File: src/rtl/graph_fetch_multi.sv
// Graph neighbour fetcher: walks a zero-terminated neighbour list, filters neighbours by
// visited state and queues each unvisited neighbour pointer plus its position words.

module graph_fetch_fifo #(
  parameter int W     = 32,
  parameter int DEPTH = 4,
  localparam int CW   = $clog2(DEPTH + 1)
) (
  input  logic          clk,
  input  logic          rst_n,
  input  logic          enq,
  input  logic [W-1:0]  enq_data,
  input  logic          deq,
  output logic [W-1:0]  head,
  output logic          not_empty,
  output logic          full,
  output logic [CW-1:0] used
);
  localparam int AW = (DEPTH > 1) ? $clog2(DEPTH) : 1;

  logic [W-1:0]  slots [DEPTH];
  logic [AW-1:0] rd_ptr, wr_ptr;
  logic          do_enq, do_deq;

  function automatic logic [AW-1:0] bump(input logic [AW-1:0] p);
    return (p == AW'(DEPTH - 1)) ? '0 : p + 1'b1;
  endfunction

  assign not_empty = (used != '0);
  assign full      = (used == CW'(DEPTH));
  assign do_deq    = deq && not_empty;
  // a full FIFO still takes a write when the head leaves in the same cycle
  assign do_enq    = enq && (!full || do_deq);
  assign head      = slots[rd_ptr];

  always_ff @(posedge clk) begin
    if (!rst_n) begin
      rd_ptr <= '0;
      wr_ptr <= '0;
      used   <= '0;
    end else begin
      if (do_enq) wr_ptr <= bump(wr_ptr);
      if (do_deq) rd_ptr <= bump(rd_ptr);
      if (do_enq && !do_deq)      used <= used + 1'b1;
      else if (do_deq && !do_enq) used <= used - 1'b1;
    end
  end

  always_ff @(posedge clk) if (do_enq) slots[wr_ptr] <= enq_data;
endmodule

module graph_fetch_multi #(
  parameter int DIM          = 2,
  parameter int DATA_W       = 32,
  parameter int NEIGH_DEPTH  = 4,
  parameter int POS_DEPTH    = 8,
  parameter int MAX_DEG      = 16,
  parameter int MARK_VISITED = 1
) (
  input  logic              clk_in,
  input  logic              rst_n_in,
  input  logic [DATA_W-1:0] v_addr_in,
  input  logic              valid_in,
  output logic              ready_out,
  output logic              busy_out,
  output logic              done_out,
  output logic [7:0]        neigh_count_out,
  input  logic              neigh_deq_in,
  output logic [DATA_W-1:0] neigh_data_out,
  output logic              neigh_valid_out,
  output logic              neigh_full_out,
  input  logic              pos_deq_in,
  output logic [DATA_W-1:0] pos_data_out,
  output logic              pos_valid_out,
  output logic              pos_full_out,
  output logic [DATA_W-1:0] mem_req_addr_out,
  output logic              mem_req_valid_out,
  input  logic              mem_req_ready_in,
  input  logic              mem_resp_valid_in,
  input  logic [DATA_W-1:0] mem_resp_data_in,
  output logic [DATA_W-1:0] vis_req_id_out,
  output logic              vis_req_mark_out,
  output logic              vis_req_valid_out,
  input  logic              vis_req_ready_in,
  input  logic              vis_resp_valid_in,
  input  logic              vis_resp_hit_in
);
  localparam int NCW = $clog2(NEIGH_DEPTH + 1);
  localparam int PCW = $clog2(POS_DEPTH + 1);

  typedef enum logic [3:0] {
    IDLE, LIST_RD, LIST_WT, ID_RD, ID_WT, VIS_RQ, VIS_WT, POS_RD, POS_WT, PUSH, DONE
  } state_t;

  state_t            state, state_nx;
  logic [DATA_W-1:0] ptr, nbr, vid;
  logic [15:0]       slot;
  logic [7:0]        k, count;
  logic [NCW-1:0]    n_used;
  logic [PCW-1:0]    p_used;
  logic              room, cap, mem_ack, mem_rx, vis_ack, vis_rx, pos_enq, neigh_enq;

  // a list read is only issued when a whole neighbour (pointer + DIM words) fits
  assign room = (32'(n_used) < NEIGH_DEPTH) && (32'(p_used) + DIM <= POS_DEPTH);
  assign cap  = (MAX_DEG != 0) && (slot == 16'(MAX_DEG));

  always_comb begin
    mem_req_valid_out = 1'b0;
    mem_req_addr_out  = '0;
    case (state)
      LIST_RD: begin mem_req_valid_out = room; mem_req_addr_out = ptr; end
      ID_RD:   begin mem_req_valid_out = 1'b1; mem_req_addr_out = nbr; end
      POS_RD:  begin mem_req_valid_out = 1'b1; mem_req_addr_out = nbr + DATA_W'(k) + 1'b1; end
      default: ;
    endcase
  end

  // responses may arrive in the same cycle the request is accepted
  assign mem_ack = mem_req_valid_out && mem_req_ready_in;
  assign mem_rx  = mem_resp_valid_in && (mem_ack || (state inside {LIST_WT, ID_WT, POS_WT}));

  assign vis_req_valid_out = (state == VIS_RQ);
  assign vis_req_id_out    = vid;
  assign vis_req_mark_out  = (MARK_VISITED != 0);
  assign vis_ack           = vis_req_valid_out && vis_req_ready_in;
  assign vis_rx            = vis_resp_valid_in && (vis_ack || state == VIS_WT);

  assign pos_enq   = mem_rx && (state inside {POS_RD, POS_WT});
  assign neigh_enq = (state == PUSH);

  always_comb begin
    state_nx = state;
    case (state)
      IDLE: if (valid_in) state_nx = LIST_RD;
      LIST_RD, LIST_WT:
        if (mem_rx)       state_nx = (mem_resp_data_in == '0) ? DONE : ID_RD;
        else if (mem_ack) state_nx = LIST_WT;
      ID_RD, ID_WT:
        if (mem_rx)       state_nx = VIS_RQ;
        else if (mem_ack) state_nx = ID_WT;
      VIS_RQ, VIS_WT:
        if (vis_rx)       state_nx = !vis_resp_hit_in ? POS_RD : (cap ? DONE : LIST_RD);
        else if (vis_ack) state_nx = VIS_WT;
      POS_RD, POS_WT:
        if (mem_rx)       state_nx = (k == 8'(DIM - 1)) ? PUSH : POS_RD;
        else if (mem_ack) state_nx = POS_WT;
      PUSH:    state_nx = cap ? DONE : LIST_RD;
      DONE:    state_nx = IDLE;
      default: state_nx = IDLE;
    endcase
  end

  always_ff @(posedge clk_in) begin
    if (!rst_n_in) begin
      state <= IDLE;
      ptr   <= '0;
      nbr   <= '0;
      vid   <= '0;
      slot  <= '0;
      k     <= '0;
      count <= '0;
    end else begin
      state <= state_nx;
      case (state)
        IDLE: if (valid_in) begin
          ptr   <= v_addr_in + DATA_W'(DIM + 1);
          slot  <= '0;
          count <= '0;
        end
        LIST_RD, LIST_WT: if (mem_rx && mem_resp_data_in != '0) begin
          nbr  <= mem_resp_data_in;
          ptr  <= ptr + 1'b1;
          slot <= slot + 1'b1;
        end
        ID_RD, ID_WT:   if (mem_rx) vid <= mem_resp_data_in;
        VIS_RQ, VIS_WT: if (vis_rx) k <= '0;
        POS_RD, POS_WT: if (mem_rx) k <= k + 1'b1;
        PUSH:           if (count != 8'hFF) count <= count + 1'b1;
        default: ;
      endcase
    end
  end

  assign ready_out       = (state == IDLE);
  assign busy_out        = (state != IDLE);
  assign done_out        = (state == DONE);
  assign neigh_count_out = count;

  graph_fetch_fifo #(.W(DATA_W), .DEPTH(NEIGH_DEPTH)) u_neigh (
    .clk(clk_in), .rst_n(rst_n_in), .enq(neigh_enq), .enq_data(nbr), .deq(neigh_deq_in),
    .head(neigh_data_out), .not_empty(neigh_valid_out), .full(neigh_full_out), .used(n_used)
  );

  graph_fetch_fifo #(.W(DATA_W), .DEPTH(POS_DEPTH)) u_pos (
    .clk(clk_in), .rst_n(rst_n_in), .enq(pos_enq), .enq_data(mem_resp_data_in), .deq(pos_deq_in),
    .head(pos_data_out), .not_empty(pos_valid_out), .full(pos_full_out), .used(p_used)
  );
endmodule
File: config.mk
export PLATFORM = sky130hd
export DESIGN_NAME = graph_fetch_multi
export DESIGN_NICKNAME = d
export VERILOG_FILES = /design/src/rtl/graph_fetch_multi.sv
export SDC_FILE = /design/constraint.sdc
export NUM_CORES = 1
export LEC_CHECK = 0
export BUFFER_PORTS_ARGS = -buffer_cell sky130_fd_sc_hd__buf_4
export CORE_MARGIN = 2
export CORE_UTILIZATION = 50
export CTS_BUF_LIST = sky130_fd_sc_hd__clkbuf_16
export CTS_CLUSTER_SIZE = 14
export DETAILED_ROUTE_END_ITERATION = 6
export PLACE_DENSITY_LB_ADDON = 0.08
export SETUP_SLACK_MARGIN = 0.5
export SYNTH_ARGS = -nofsm -noshare
export SYNTH_HDL_FRONTEND = slang
export SYNTH_SLANG_ARGS = --single-unit
File: constraint.sdc
create_clock -name clk_in -period 4.9 [get_ports clk_in]
set_input_delay 0.49 -clock clk_in [delete_from_list [all_inputs] [get_ports clk_in]]
set_output_delay 0.49 -clock clk_in [all_outputs]
set_load 0.02 [all_outputs]
==> results.md, run 1 <==
* Status: complete, but fails checks
* Violated checks: design-rule violations
* Setup tns final at 0 ns
* HP Start: mem_resp_data_in[18]
* Area of the multi-input gates at 8620 µm²
* DR iter-0 viols at between 1,000 and 1,500
* Largest net degree at the start of global routing at 65
* CTS Sinks at around 540
* R2r worst-path depth at 12
* Share of layout cells above drive strength 1 at roughly a quarter
* Final Wtd Congestion at ~0.9
* Post-synth EDFFs at approximately 380
* Skew final at roughly 0.023 ns
* Worst Setup End Kind: output pin
* Critical Path RT at between 4 and 5 ns
* Cells along the critical path: inv_1 > ha_1 > inv_1 > fa_1 > a21o_1 > a21oi_1 > o211a_1 > or4_1 > o311ai_0 > buf_4
* Core Rows at just under 80
* CP peak stage delay at ~0.58 ns
* Detail Route Antenna Nets at 0
* I/O pin cnt at 220
* RSZ-0062 raised after global routing: false
* Hold buffers post-CTS at 0
* Most frequent cells in the layout: edfxtp_1, buf_4, nand2_1, dfxtp_1, a21oi_1
* Root Buffer: clkbuf_16
* DR WL/cell at about 23 µm
* Post-Syn Instances at around 1,800
* Die H at roughly 220 µm
* Maxcap violations at 0
* Cts bufs inserted at between 50 and 60
* Remaining global-route overflow at 0
* Post-layout util at 59.7%
* Deepest clock path buffer count at 3
* FF-to-FF End: u_pos.used[3]
* Final hold vios at 0
* DRT Wirelength at between 60,000 and 70,000 µm
* Core region area at 46,700 µm²
* Maximum vdd drop at roughly 0.28 mV
* Distinct cell type count after synthesis at 74
* Main synth FF type: edfxtp_1
* CTS tree: built
* Layout Cells excl Fill at roughly 2,700
* HP Class: in2reg
* Most frequent CP cell: inv_1
* Global-route wire length before repair at between 90,000 and 100,000 µm
* Ant diodes at 0
* R2r setup slk at 1.22 ns
* Layout Area Growth over Synthesis at 17.6%
* Crit path kind: reg2out
* Max Slew Vio Count at 0
* Final HPWL DP at around 40,000 µm
* Critical Path Start Type: flip-flop
* Most common cell after layout, fill and taps aside: edfxtp_1
* Dpl cells at between 2,000 and 3,000
* PwrDens at ~460 nW/µm²
* Worst-Skew Late Latency at ~0.6 ns
* Data arrival, critical path at about 3.5 ns
* DIE WIDTH at about 220 µm
* CP max-delay cell: or4_1
* Sequential fraction of the synthesis area at about three fifths
* Number of setup violations in the final report at 0
* Via density at between 5 and 6
* Vias at ~16,000
* Avg Cell Area, Syn at approximately 13 µm²
* Yosys reg bits at between 500 and 600
* Tightest Pin Transition at approximately 1.1 ns
* Hold WS at around 0.15 ns
* Total power at 12.8 mW
* Top fanout value on the critical path at 12
* Crit-path leading delay family: compound AO/OA/AOI/OAI gates
* H-tree levels at 2
* Relative slew slack at 27.7%
* Hold endpoint: u_pos.slots[4][18]
* WHS Path Cells at 1
* CTS resizes at 0
* Router iterations before antenna repair at 7
* Crit path buf inv count at 3
* Syn Nets at around 1,900
* Number of port buffers at 218
* Reg-to-reg startpoint: state[0]
* Final Cycle Share at slightly above 80%
* Min Tclk post-route at approximately 4 ns
* Filler instances at around 3,700
* Clk pin slew, worst setup/hold paths at ~0.06 ns
* Ys async rst share at 0%
* Total GRT Usage at between 20% and 30%
* Post-CTS setup buffers at 0
* Pleak at ~9.2 nW
* Layout net count at roughly 2,100
* Vias in the first global route at 15,413
* Reg area at ~15,000 µm²
* Max Clk Rate at 0.249 GHz
* Initial core utilization at 50.8%
* Drt drc at 14
* Die ar. at 49,200 µm²
* Yosys warning count at 0
* Synthesized area at roughly 24,000 µm²
* Initial antenna violation count at 1
[cells in the mapped netlist, types with 21 or more instances]
cell type	count	area share, %
xor2_1	26	0.96
clkbuf_1	74	1.2
a21oi_1	142	3.0
xnor2_1	39	1.4
o21ai_0	55	1.2
edfxtp_1	384	49
nand2_1	232	3.7
nor2_1	73	1.2
nand3_1	58	1.2
nor3_1	26	0.55
mux4_2	96	9.1
mux2_2	34	1.6
o211ai_1	25	0.79
nor4_1	29	0.77
nand4_1	21	0.55
inv_1	30	0.48
dfxtp_1	154	13
and3_1	23	0.61
ha_1	29	1.5
[kinds of logic after synthesis]
family / after synthesis / share of synthesized area (%)
AND/OR/NAND/NOR: 570 / 11.9
flip-flops: 538 / 61.7
AO/OA/AOI/OAI: 330 / 8.74
multiplexers: 143 / 11.3
buffers and inverters: 131 / 2.18
XOR/XNOR: 65 / 2.40
adder cells (fa/ha/maj): 32 / 1.78
other: 1 / 0.0158
[how the worst max path moves through the flow]
stage / startpoint / to / depth (start not counted)
6_report: nbr[0] / mem_req_addr_out[16] / 10
5_1_grt: nbr[0] / mem_req_addr_out[16] / 10
4_1_cts: nbr[0] / mem_req_addr_out[16] / 10
3_5_place_dp: state[0] / u_pos.used[3] / 12
3_3_place_gp: state[0] / u_pos.used[3] / 12
2_1_floorplan: state[0] / u_pos.slots[2][0] / 8
[per-stage QoR]
stage | area, µm² | setup slack (ns)
finish | 27900 | 0.879
global route | 27900 | 0.701
CTS | 27900 | 0.877
detailed placement | 26000 | 1.29
global placement | 26000 | 1.32
floorplan | 23700 | 0.208
[flip-flops by register name (all words and copies together), names as in the netlist, named ones only]
| name | cells |
|---|---|
| u_pos.slots | 256 |
| u_neigh.slots | 128 |
| nbr | 32 |
| ptr | 32 |
| vis_req_id_out | 32 |
| slot | 16 |
| k | 8 |
| neigh_count_out | 8 |
| state | 4 |
| u_pos.used | 4 |
| u_neigh.used | 3 |
| u_pos.rd_ptr | 3 |
| u_pos.wr_ptr | 3 |
| u_neigh.rd_ptr | 2 |
| u_neigh.wr_ptr | 2 |
[area by class of cell]
class | count | area share [%]
inverter | 30 | 0.409
timing repair buffer | 252 | 6.84
sequential | 538 | 52.5
clock inverter | 45 | 1.58
clock buffer | 56 | 5.03
tap | 607 | 2.73
multi-input combinational | 1141 | 30.9
[layer usage]
layer  wire [µm]  share of wire [%]  global-route usage, %
met2       28700                 47                   39.0
met1       27000                 44                   35.7
met5           8              0.013                      0
met4        1460                2.4                   6.50
met3        4330                7.0                   4.72
[report_power, final]
group	total [mW]	internal, mW	switching, mW
Sequential	5.47	5.07	0.402
Clock	4.24	2.49	1.75
Combinational	3.04	1.31	1.73
No activity file was read; power rests on OpenSTA's default activity.
==> inputs of run 2 (changes only) <==
clock period = 4.2 ns   (was 4.9 ns; I/O delays follow)
==> results.md, run 2 (same netlist as run 1, synthesis figures left out) <==
* Status: complete, but fails checks
* Violated checks: design-rule violations
* DRT Wirelength at 61,500 µm (about the same)
* Top fanout value on the critical path at 12 (unchanged)
* Router iterations before antenna repair at 7 (unchanged)
* Total power at 14.5 mW (+14%)
* Final Cycle Share at 85.4%
* Final Wtd Congestion at 0.916 (+2.0%)
* Worst Setup End Kind: output pin
* Initial core utilization at 50.8% (unchanged)
* Largest reg by FF count: u_pos.slots
* Ant diodes at 0 (unchanged)
* WHS Path Cells at 1 (unchanged)
* Core Rows at 79 (unchanged)
* Skew final at 0.0274 ns (+0.00475 ns)
* Share of layout cells above drive strength 1 at 24.3% (+0.20 points)
* Critical Path RT at 3.78 ns (-0.63 ns)
* H-tree levels at 2 (unchanged)
* Max Slew Vio Count at 0 (unchanged)
* HP Class: in2reg
* Min Tclk post-route at between 3 and 4 ns
* Reg area at 14,600 µm² (about the same)
* Core region area at 46,700 µm² (unchanged)
* FF-to-FF End: u_pos.used[3]
* R2r setup slk at 0.69 ns (-0.53 ns)
* R2r worst-path depth at 13 (+1)
* Crit path kind: reg2out
* Largest register FFs at 256 (unchanged)
* Most frequent cells in the layout: edfxtp_1, buf_4, nand2_1, dfxtp_1, a21oi_1
* Sw Ratio at 30.8% (+0.33 points)
* Final hold vios at 0 (unchanged)
* Number of setup violations in the final report at 0 (unchanged)
* Initial antenna violation count at 1 (unchanged)
* Pint at 10.0 mW (+13%)
* Total GRT Usage at 24.8% (-0.031 points)
* RSZ-0062 raised after global routing: false
* Largest regs: u_pos.slots (256), u_neigh.slots (128)
* Deepest clock path buffer count at 3 (unchanged)
* CTS Sinks at 538 (unchanged)
* Pleak at 9.23 nW (-0.13%)
* DR WL/cell at 23.0 µm (-0.31%)
* Hold buffers post-CTS at 0 (unchanged)
* I/O pin cnt at 220 (unchanged)
* Reg power frac at 44.2% (+1.3 points)
* Worst-Skew Late Latency at 0.61 ns (about the same)
* HP Start: mem_resp_data_in[20]
* Critical Path Start Type: flip-flop
* Most common cell after layout, fill and taps aside: edfxtp_1
* Largest net degree at the start of global routing at 82 (+26%)
* Vias at 16,016 (+0.087%)
* Maxcap violations at 0 (unchanged)
* Filler instances at 3,794 (+1.7%)
* DR iter-0 viols at 1,246 (-11%)
* Area of the multi-input gates at 8650 µm² (+0.39%)
* Layout net count at 2,132 (+0.42%)
* Hold endpoint: u_pos.slots[5][20]
* PwrDens at 521 nW/µm² (+14%)
* Remaining global-route overflow at 0 (unchanged)
* Detail Route Antenna Nets at 0 (unchanged)
* Data arrival, critical path at 3.17 ns (-0.36 ns)
* Clock power frac at 31.4% (-1.9 points)
* Max Clk Rate at between 0.2 and 0.3 GHz
* Maximum vdd drop at 0.309 mV (+12%)
* Clk pin slew, worst setup/hold paths at 0.06 ns (about the same)
* Setup tns final at 0 ns (unchanged)
* Layout Area Growth over Synthesis at 17.3%
* Psw at 4.46 mW (+15%)
* Tightest Pin Transition at 1.17 ns (+0.0886 ns)
* Via density at 5.98 (-0.21%)
* Final HPWL DP at 40,500 µm (+0.85%)
* Drt drc at 14 (unchanged)
* Relative slew slack at 21.8% (-5.9 points)
* Root Buffer: clkbuf_16
* Number of port buffers at 218 (unchanged)
* Vias in the first global route at 15,503 (+0.58%)
* DIE WIDTH at 222 µm (unchanged)
* Die H at 222 µm (unchanged)
* Comb power frac at 24.4% (+0.6 points)
* Global-route wire length before repair at 93,300 µm (-0.46%)
* Reg-to-reg startpoint: state[3]
* Post-layout util at 59.6% (-0.16 points)
* Die ar. at 49,200 µm² (unchanged)
* Cts bufs inserted at 54 (unchanged)
* CTS tree: built
run 2: changes by cell type in the layout (fill, tap and decap cells not counted), moves of 3 or more:
cell,previous run,this run
inv_1,39,46
bufinv_16,8,4
clkinv_2,8,5
buf_4,251,260
a21oi_1,142,139
run 2: worst max path at each step:
stage                   from              endpoint
finish                  k[0]  mem_req_addr_out[16]
global route            k[0]  mem_req_addr_out[16]
CTS                   nbr[0]  mem_req_addr_out[16]
detailed placement  state[3]         u_pos.used[3]
global placement    state[3]         u_pos.used[3]
floorplan           state[0]     u_pos.slots[2][0]
run 2: final cells by class:
type	count	share of cell area (%)
sequential	538	52.6
multi-input combinational	1141	31.1
timing repair buffer	261	7.10
clock buffer	54	4.86
tap	607	2.73
clock inverter	46	1.13
inverter	30	0.410
run 2: worst max-delay path, cell delays in order (launching register included):
cell and delay [ns]:
dfxtp_1 0.44, inv_1 0.07, ha_1 0.21, inv_1 0.07, fa_1 0.20, a21o_1 0.14
a21oi_2 0.08, o211a_4 0.30, or4_1 0.56, o311ai_2 0.28, buf_4 0.20
run 2: per-layer routing:
layer	global-route usage, %	vias to the layer above	wire length, µm
li1	-	7379	-
met1	35.1	8064	27400
met2	39.8	485	28900
met3	4.66	86	3790
met4	6.02	2	1300
met5	0	-	11
run 2: metrics by stage:
stage,instance area (µm²),instances,hold slack [ns],setup WS (ns)
final,27800,2677,0.110,0.612
after global routing,27800,2677,0.0937,0.489
after floorplan,23700,1810,0.452,-0.492
after CTS,27800,2677,0.0835,0.431
after global placement,26100,2577,0.442,0.811
after detailed placement,26100,2577,0.452,0.756
run 2: timing repair:
action / in CTS / in global routing
gates cloned: 0 / 0
setup buffers: 0 / 0
pin swaps: 0 / 0
resized for setup: 4 / 7
setup endpoints to repair: 15 / 13
run 2: power by group through the flow:
stage / combinational [mW] / sequential, mW / clock [mW]
2_1_floorplan: 2.56 / 6.22 / 0
3_5_place_dp: 3.53 / 6.52 / 0
3_3_place_gp: 3.51 / 6.51 / 0
6_report: 3.53 / 6.41 / 4.55
5_1_grt: 3.82 / 6.46 / 4.83
4_1_cts: 3.54 / 6.41 / 4.64
